File: src/rtl/l1_fill_responder_if.sv
// Bundle between an L1 cache memory port, the fill responder and the SRAM macro.
// slave  : the responder's view (takes cache requests and SRAM read data,
//          drives beats/acks and the SRAM control pins).
// master : the environment's view (cache plus SRAM macro).
interface l1_fill_responder_if #(
    parameter int MEM_AW = 14
);
    logic              I_req;
    logic [31:0]       I_addr;
    logic              I_write;
    logic [31:0]       I_in;
    logic [2:0]        I_type;
    logic [31:0]       I_out;
    logic              I_wait;
    logic              mem_cs;
    logic              mem_oe;
    logic [3:0]        mem_web;
    logic [MEM_AW-1:0] mem_a;
    logic [31:0]       mem_di;
    logic [31:0]       mem_do;

    modport slave (
        input  I_req, I_addr, I_write, I_in, I_type, mem_do,
        output I_out, I_wait, mem_cs, mem_oe, mem_web, mem_a, mem_di
    );

    modport master (
        output I_req, I_addr, I_write, I_in, I_type, mem_do,
        input  I_out, I_wait, mem_cs, mem_oe, mem_web, mem_a, mem_di
    );
endinterface

File: src/rtl/l1_fill_responder.sv
// l1_fill_responder: serves 4-word line fills and single masked writes from a
// synchronous single-port SRAM, pacing the cache with I_wait.
// Optional feature: define FILL_BEAT_GAP_EN to insert one idle GAP cycle
// between consecutive fill beats (next read issued in GAP instead of RD).
//
// state | meaning
// ------+-------------------------------------------------------------
// IDLE  | waiting for I_req; the only state that accepts a request
// LAT   | first-access latency countdown, I_wait=1
// ISSUE | read of beat 0 issued
// RD    | beat presented (I_wait=0); next read issued unless gapped
// GAP   | (FILL_BEAT_GAP_EN) no beat; read of the next beat issued
// WR    | masked SRAM write issued, I_wait=0 as the ack
// DONE  | one dead cycle so a lingering I_req is not re-accepted
module l1_fill_responder #(
    parameter int MEM_AW    = 14,
    parameter int FIRST_LAT = 2
) (
    input  logic               clk,
    input  logic               rstn,
    l1_fill_responder_if.slave bus
);

`ifdef FILL_BEAT_GAP_EN
    typedef enum logic [2:0] {
        S_IDLE  = 3'd0,
        S_LAT   = 3'd1,
        S_ISSUE = 3'd2,
        S_RD    = 3'd3,
        S_WR    = 3'd4,
        S_DONE  = 3'd5,
        S_GAP   = 3'd6
    } state_t;
`else
    typedef enum logic [2:0] {
        S_IDLE  = 3'd0,
        S_LAT   = 3'd1,
        S_ISSUE = 3'd2,
        S_RD    = 3'd3,
        S_WR    = 3'd4,
        S_DONE  = 3'd5
    } state_t;
`endif

    state_t              state_q, state_d;
    logic [MEM_AW+1:0]   addr_q, addr_d;
    logic [2:0]          type_q, type_d;
    logic [31:0]         wdata_q, wdata_d;
    logic [3:0]          lat_q, lat_d;
    logic [1:0]          beat_q, beat_d;

    logic [31:0]         i_out;
    logic                i_wait;
    logic                mem_cs;
    logic                mem_oe;
    logic [3:0]          mem_web;
    logic [MEM_AW-1:0]   mem_a;
    logic [31:0]         mem_di;
    logic [1:0]          rd_beat;
    logic [3:0]          wr_web;
    logic [31:0]         wr_data;

    // Address bits above the SRAM window are intentionally dropped.
    logic unused_addr_hi;
    assign unused_addr_hi = ^bus.I_addr[31:MEM_AW+2];

    // State and request-latch registers.
    always_ff @(posedge clk or negedge rstn) begin
        if (!rstn) begin
            state_q <= S_IDLE;
            addr_q  <= '0;
            type_q  <= '0;
            wdata_q <= '0;
            lat_q   <= '0;
            beat_q  <= '0;
        end else begin
            state_q <= state_d;
            addr_q  <= addr_d;
            type_q  <= type_d;
            wdata_q <= wdata_d;
            lat_q   <= lat_d;
            beat_q  <= beat_d;
        end
    end

    // Next-state logic; inputs are only looked at in IDLE.
    always_comb begin
        state_d = state_q;
        addr_d  = addr_q;
        type_d  = type_q;
        wdata_d = wdata_q;
        lat_d   = lat_q;
        beat_d  = beat_q;
        case (state_q)
            S_IDLE: begin
                if (bus.I_req) begin
                    addr_d  = bus.I_addr[MEM_AW+1:0];
                    type_d  = bus.I_type;
                    wdata_d = bus.I_in;
                    beat_d  = 2'd0;
                    if (bus.I_write) begin
                        state_d = S_WR;
                    end else if (FIRST_LAT == 0) begin
                        state_d = S_ISSUE;
                    end else begin
                        state_d = S_LAT;
                        lat_d   = 4'(FIRST_LAT);
                    end
                end
            end
            S_LAT: begin
                if (lat_q <= 4'd1) begin
                    state_d = S_ISSUE;
                    lat_d   = 4'd0;
                end else begin
                    lat_d = lat_q - 4'd1;
                end
            end
            S_ISSUE: state_d = S_RD;
            S_RD: begin
                beat_d = beat_q + 2'd1;
                if (beat_q == 2'd3) begin
                    state_d = S_DONE;
                end else begin
`ifdef FILL_BEAT_GAP_EN
                    state_d = S_GAP;
`else
                    state_d = S_RD;
`endif
                end
            end
`ifdef FILL_BEAT_GAP_EN
            S_GAP:   state_d = S_RD;
`endif
            S_WR:    state_d = S_DONE;
            S_DONE:  state_d = S_IDLE;
            default: state_d = S_IDLE;
        endcase
    end

    // Byte-lane mask and lane-replicated data for the latched write size.
    // Unlisted size codes write nothing but still get acked.
    always_comb begin
        wr_web  = 4'hF;
        wr_data = wdata_q;
        case (type_q)
            3'b000, 3'b100: begin
                wr_web  = ~(4'b0001 << addr_q[1:0]);
                wr_data = {4{wdata_q[7:0]}};
            end
            3'b001, 3'b101: begin
                wr_web  = addr_q[1] ? 4'b0011 : 4'b1100;
                wr_data = {2{wdata_q[15:0]}};
            end
            3'b010:  wr_web = 4'h0;
            default: wr_web = 4'hF;
        endcase
    end

    // Cache-side and SRAM-side outputs decoded from the current state.
    always_comb begin
        i_out   = 32'h0;
        i_wait  = 1'b1;
        mem_cs  = 1'b0;
        mem_oe  = 1'b0;
        mem_web = 4'hF;
        mem_a   = '0;
        mem_di  = 32'h0;
        rd_beat = beat_q;
        case (state_q)
            S_ISSUE: begin
                rd_beat = 2'd0;
                mem_cs  = 1'b1;
                mem_oe  = 1'b1;
                mem_a   = {addr_q[MEM_AW+1:4], rd_beat};
            end
            S_RD: begin
                i_out  = bus.mem_do;
                i_wait = 1'b0;
`ifndef FILL_BEAT_GAP_EN
                if (beat_q != 2'd3) begin
                    rd_beat = beat_q + 2'd1;
                    mem_cs  = 1'b1;
                    mem_oe  = 1'b1;
                    mem_a   = {addr_q[MEM_AW+1:4], rd_beat};
                end
`endif
            end
`ifdef FILL_BEAT_GAP_EN
            S_GAP: begin
                rd_beat = beat_q;
                mem_cs  = 1'b1;
                mem_oe  = 1'b1;
                mem_a   = {addr_q[MEM_AW+1:4], rd_beat};
            end
`endif
            S_WR: begin
                i_wait  = 1'b0;
                mem_cs  = 1'b1;
                mem_web = wr_web;
                mem_a   = addr_q[MEM_AW+1:2];
                mem_di  = wr_data;
            end
            default: begin
                i_wait = 1'b1;
            end
        endcase
    end

    assign bus.I_out   = i_out;
    assign bus.I_wait  = i_wait;
    assign bus.mem_cs  = mem_cs;
    assign bus.mem_oe  = mem_oe;
    assign bus.mem_web = mem_web;
    assign bus.mem_a   = mem_a;
    assign bus.mem_di  = mem_di;

endmodule

File: src/flat_wrapper.sv
// flat-port wrapper written by rule: the top's interface ports become plain ports
module l1_fill_responder_flat 
#(
    parameter int MEM_AW    = 14,
    parameter int FIRST_LAT = 2
)
  (clk, rstn, bus_I_req, bus_I_addr, bus_I_write, bus_I_in, bus_I_type, bus_mem_do, bus_I_out, bus_I_wait, bus_mem_cs, bus_mem_oe, bus_mem_web, bus_mem_a, bus_mem_di);
  l1_fill_responder_if #(.MEM_AW(MEM_AW)) bus_i ();
  input  logic clk;
  input  logic rstn;
  input wire logic [$bits(bus_i.I_req)-1:0] bus_I_req;
  input wire logic [$bits(bus_i.I_addr)-1:0] bus_I_addr;
  input wire logic [$bits(bus_i.I_write)-1:0] bus_I_write;
  input wire logic [$bits(bus_i.I_in)-1:0] bus_I_in;
  input wire logic [$bits(bus_i.I_type)-1:0] bus_I_type;
  input wire logic [$bits(bus_i.mem_do)-1:0] bus_mem_do;
  output wire logic [$bits(bus_i.I_out)-1:0] bus_I_out;
  output wire logic [$bits(bus_i.I_wait)-1:0] bus_I_wait;
  output wire logic [$bits(bus_i.mem_cs)-1:0] bus_mem_cs;
  output wire logic [$bits(bus_i.mem_oe)-1:0] bus_mem_oe;
  output wire logic [$bits(bus_i.mem_web)-1:0] bus_mem_web;
  output wire logic [$bits(bus_i.mem_a)-1:0] bus_mem_a;
  output wire logic [$bits(bus_i.mem_di)-1:0] bus_mem_di;
  assign bus_i.I_req = bus_I_req;
  assign bus_i.I_addr = bus_I_addr;
  assign bus_i.I_write = bus_I_write;
  assign bus_i.I_in = bus_I_in;
  assign bus_i.I_type = bus_I_type;
  assign bus_i.mem_do = bus_mem_do;
  assign bus_I_out = bus_i.I_out;
  assign bus_I_wait = bus_i.I_wait;
  assign bus_mem_cs = bus_i.mem_cs;
  assign bus_mem_oe = bus_i.mem_oe;
  assign bus_mem_web = bus_i.mem_web;
  assign bus_mem_a = bus_i.mem_a;
  assign bus_mem_di = bus_i.mem_di;
  l1_fill_responder #(.MEM_AW(MEM_AW), .FIRST_LAT(FIRST_LAT)) u_core (.clk(clk), .rstn(rstn), .bus(bus_i));
endmodule
File: config.mk
export PLATFORM = sky130hd
export DESIGN_NAME = l1_fill_responder_flat
export DESIGN_NICKNAME = d
export VERILOG_FILES = /design/src/rtl/l1_fill_responder_if.sv /design/src/rtl/l1_fill_responder.sv /design/src/flat_wrapper.sv
export SDC_FILE = /design/constraint.sdc
export NUM_CORES = 1
export LEC_CHECK = 0
export CAP_MARGIN = 20
export CORE_UTILIZATION = 39
export DETAILED_ROUTE_END_ITERATION = 8
export PLACE_DENSITY = 0.81
export SLEW_MARGIN = 20
export SYNTH_ARGS = -nofsm -noshare
export SYNTH_HDL_FRONTEND = slang
export SYNTH_SLANG_ARGS = --single-unit
export TNS_END_PERCENT = 30
File: constraint.sdc
create_clock -name clk -period 2.1 [get_ports clk]
set_clock_uncertainty 0.15 [all_clocks]
set_input_delay 0.63 -clock clk [delete_from_list [all_inputs] [get_ports clk]]
set_output_delay 0.63 -clock clk [all_outputs]
set_load 0.005 [all_outputs]
==> flow_metrics.env <==
export IMPL_yosys_area_top_type="dfrtp_1"
export IMPL_min_period_ps=2520
export IMPL_r2r_start="u_core.state_q[0]"
export IMPL_setup_viol=85
export IMPL_vias=3305
export IMPL_core_area_um2=8300
export IMPL_drcViolationCount=0
export IMPL_synthMuxAreaShare_pct=22.1
export IMPL_worst_slack_ps=-418
export IMPL_r2r_end="u_core.addr_q[5]"
export IMPL_first_iter_violations=106
export IMPL_cts_buffers=9
export IMPL_drive_above_1_share_pct=47.8
export IMPL_hold_viol=0
export IMPL_regArea_um2=1500
export IMPL_clockRootBuffer="clkbuf_8"
export IMPL_yosys_top_cells_count="60 x dfrtp_1, 48 x mux2_2, 34 x nor2_1, 32 x and2_1, 22 x a21oi_1"
export IMPL_syn_avg_cell_area_um2=10.3
export IMPL_antenna_found_initial=0
export IMPL_pre_cts_slack_ps=-644
export IMPL_power_w=0.00777
export IMPL_end_kind="output pin"
export IMPL_antenna_left=0
export IMPL_synthSimpleGateAreaFrac_pct=18.9
export IMPL_ys_seq_elements=60
export IMPL_nFillCells=658
export IMPL_antenna_cells=0
export IMPL_grtUsageTotal_pct=24.2
export IMPL_htree_levels=3
export IMPL_die_x_um=95
export IMPL_dieArea_um2=9030
export IMPL_rsz0062_at_grt="yes"
export IMPL_syn2layout_area_growth_pct=72.8
export IMPL_rrSetupSlack_ps=130
export IMPL_drt_pass1_iter_count=4
export IMPL_ios=188
export IMPL_drv_cap=0
export IMPL_synth_fp_nets=433
export IMPL_die_h_um=95
export IMPL_globalplace_congestion=0.858
export IMPL_synth_compound_area_share_pct=8.27
export IMPL_r2r_cells=6
export IMPL_wire_per_inst_um=15.8
export IMPL_clkTransAtPathRegs_ps=80
export IMPL_multi_input_area_um2=1880
export IMPL_status="finished, violations left"
export IMPL_synthFlopType="dfrtp_1"
export IMPL_maxSlewViolCount=0
export IMPL_start_kind="flip-flop"
export IMPL_initial_utilization_pct=40.6
export IMPL_viasPerCell=4.99
export IMPL_synth_adder_area_share_pct=1.11
export IMPL_cts_tree="done"
export IMPL_yosysSeqAreaShare_pct=44.5
export IMPL_crit_type="flip-flop to output pin"
export IMPL_grt_pass1_vias=3357
export IMPL_yosys_top_cells_area="dfrtp_1 45%, mux2_2 16%, and2_1 5.9%"
export IMPL_grt_max_degree=61
export IMPL_synth_edff_count=0
export IMPL_grt_pass1_wl_mm=16.3
export IMPL_ys_warn_count=0
export IMPL_hold_class="primary input to asynchronous set/reset pin"
export IMPL_tightest_slew_ps=412
export IMPL_io_buffers=171
export IMPL_slew_headroom_pct=72.4
export IMPL_p_leak_nw=2.70
export IMPL_dpl_hpwl_mm=7.14
export IMPL_cp_required_ps=1320
export IMPL_violations="negative setup slack"
export IMPL_synth_top_family_by_area="multiplexers"
export IMPL_yosysMostFrequentCell="dfrtp_1"
export IMPL_clk_latency_ps=340
export IMPL_gr_total_overflow=0
export IMPL_clockBufferDepth=2
export IMPL_hold_buffers=0
export IMPL_cts_sinks=60
export IMPL_synth_cell_types=34
export IMPL_max_freq_mhz=397
export IMPL_rows=33
export IMPL_cp_max_fo=12
export IMPL_synthArstFlopShare_pct=100
export IMPL_cp_arrival_ps=1740
export IMPL_synthCells=327
export IMPL_yosysTopAreaCellShare_pct=44.5
export IMPL_wl_mm=10.5
export IMPL_fin_crit_sh_pct=120
export IMPL_ir_worst_vdd_uv=680
export IMPL_synth_xor_area_share_pct=0
export IMPL_power_density_nw_per_um2=1330
export IMPL_fin_nets=658
export IMPL_synth_cell_area_um2=3370
state kept, by name, summed over array words and instances, names as in the netlist:
register,count
u_core.addr_q,16
u_core.beat_q,2
u_core.state_q,3
u_core.wdata_q,32
u_core.lat_q,4
u_core.type_q,3
placed cells by master, fill, tap and decap left out, types with 2 or more instances in the layout:
| master | count |
|---|---|
| nand2_1 | 14 |
| mux2i_1 | 15 |
| clkbuf_8 | 10 |
| mux2_2 | 48 |
| nor2b_1 | 14 |
| a22o_1 | 3 |
| clkdlybuf4s50_1 | 85 |
| nor4_1 | 2 |
| a21oi_1 | 12 |
| dfrtp_1 | 58 |
| clkdlybuf4s15_2 | 7 |
| and3_1 | 8 |
| o21a_1 | 2 |
| buf_2 | 66 |
| nor3_1 | 2 |
| o21ai_2 | 3 |
| mux2_1 | 4 |
| buf_8 | 2 |
| o21ai_0 | 12 |
| nor2_2 | 14 |
| ha_1 | 3 |
| nor3_4 | 3 |
| nand2b_1 | 5 |
| and2_4 | 12 |
| a21oi_2 | 9 |
| buf_12 | 5 |
| nor2_1 | 18 |
| clkinv_4 | 2 |
| and2_1 | 20 |
| inv_1 | 6 |
| buf_4 | 33 |
| nor2_4 | 4 |
| buf_6 | 35 |
| bufinv_16 | 2 |
| dfrtp_2 | 2 |
layout make-up:
type                       instances  area share (%)
inverter                           7           0.494
clock inverter                     5            1.46
tap                              105            2.25
clock buffer                      11            2.42
multi-input combinational        239            32.2
sequential                        60            25.8
timing repair buffer             235            35.4
metrics by stage:
stage | cell area [um^2] | TNS, ps | hold slack, ps | instances | util [%]
after floorplan | 3370 | 0 | 184 | 327 | -
after global placement | 5400 | -39390 | 318 | 617 | 65.1
after detailed placement | 5400 | -42240 | 329 | 617 | 65.1
after CTS | 5740 | -23980 | 130 | 657 | 69.2
after global routing | 5830 | -32690 | 134 | 662 | 70.3
final | 5830 | -26020 | 116 | 662 | 70.3
worst max path at each step:
stage	start	end	slack (ps)	cells after the start
2_1_floorplan	u_core.state_q[2]	bus_mem_a[10]	40	6
3_3_place_gp	u_core.beat_q[0]	bus_mem_a[12]	-510	5
3_5_place_dp	u_core.beat_q[1]	bus_mem_a[3]	-640	5
4_1_cts	u_core.state_q[1]	bus_mem_a[3]	-400	8
5_1_grt	u_core.state_q[2]	bus_I_out[15]	-480	7
6_report	u_core.state_q[0]	bus_mem_di[31]	-420	7
repair_timing:
action / 4_1_cts / 5_1_grt
cloned: 5 / 1
pin swaps: 36 / 8
setup buffers: 19 / 4
resized for setup: 398 / 34
endpoints found under the hold margin: 0 / 0
endpoints found under the setup margin: 85 / 85
per-layer routing:
metal	global-route usage (%)	share of wire [%]
met5	0	0
met4	10.6	2.3
met3	6.36	8.6
met2	42.6	51
met1	27.4	38
where the power goes:
| part | total (W) | internal (W) | switching [W] | leakage (nW) |
|---|---|---|---|---|
| Combinational | 0.00442 | 0.00251 | 0.00191 | 1.88 |
| Clock | 0.00117 | 0.000705 | 0.000468 | 0.110 |
| Sequential | 0.00218 | 0.00176 | 0.000426 | 0.707 |
critical path, stage by stage (launching register included):
cell             delay (ps)
dfrtp_2                 410
buf_4                   150
buf_6                   110
nor2_4                  110
nand2_4                  90
buf_16                  170
nor2_2                  130
clkdlybuf4s15_2         220
logic make-up (layout without fill, tap and decap cells):
kind of cell             count (synthesis)  in the layout
multiplexers                            68             68
AND/OR/NAND/NOR                        118            119
flip-flops                              60             60
adder cells (fa/ha/maj)                  3              3
buffers and inverters                   29            258
AO/OA/AOI/OAI                           49             49
(Power assumes the default switching activity.)
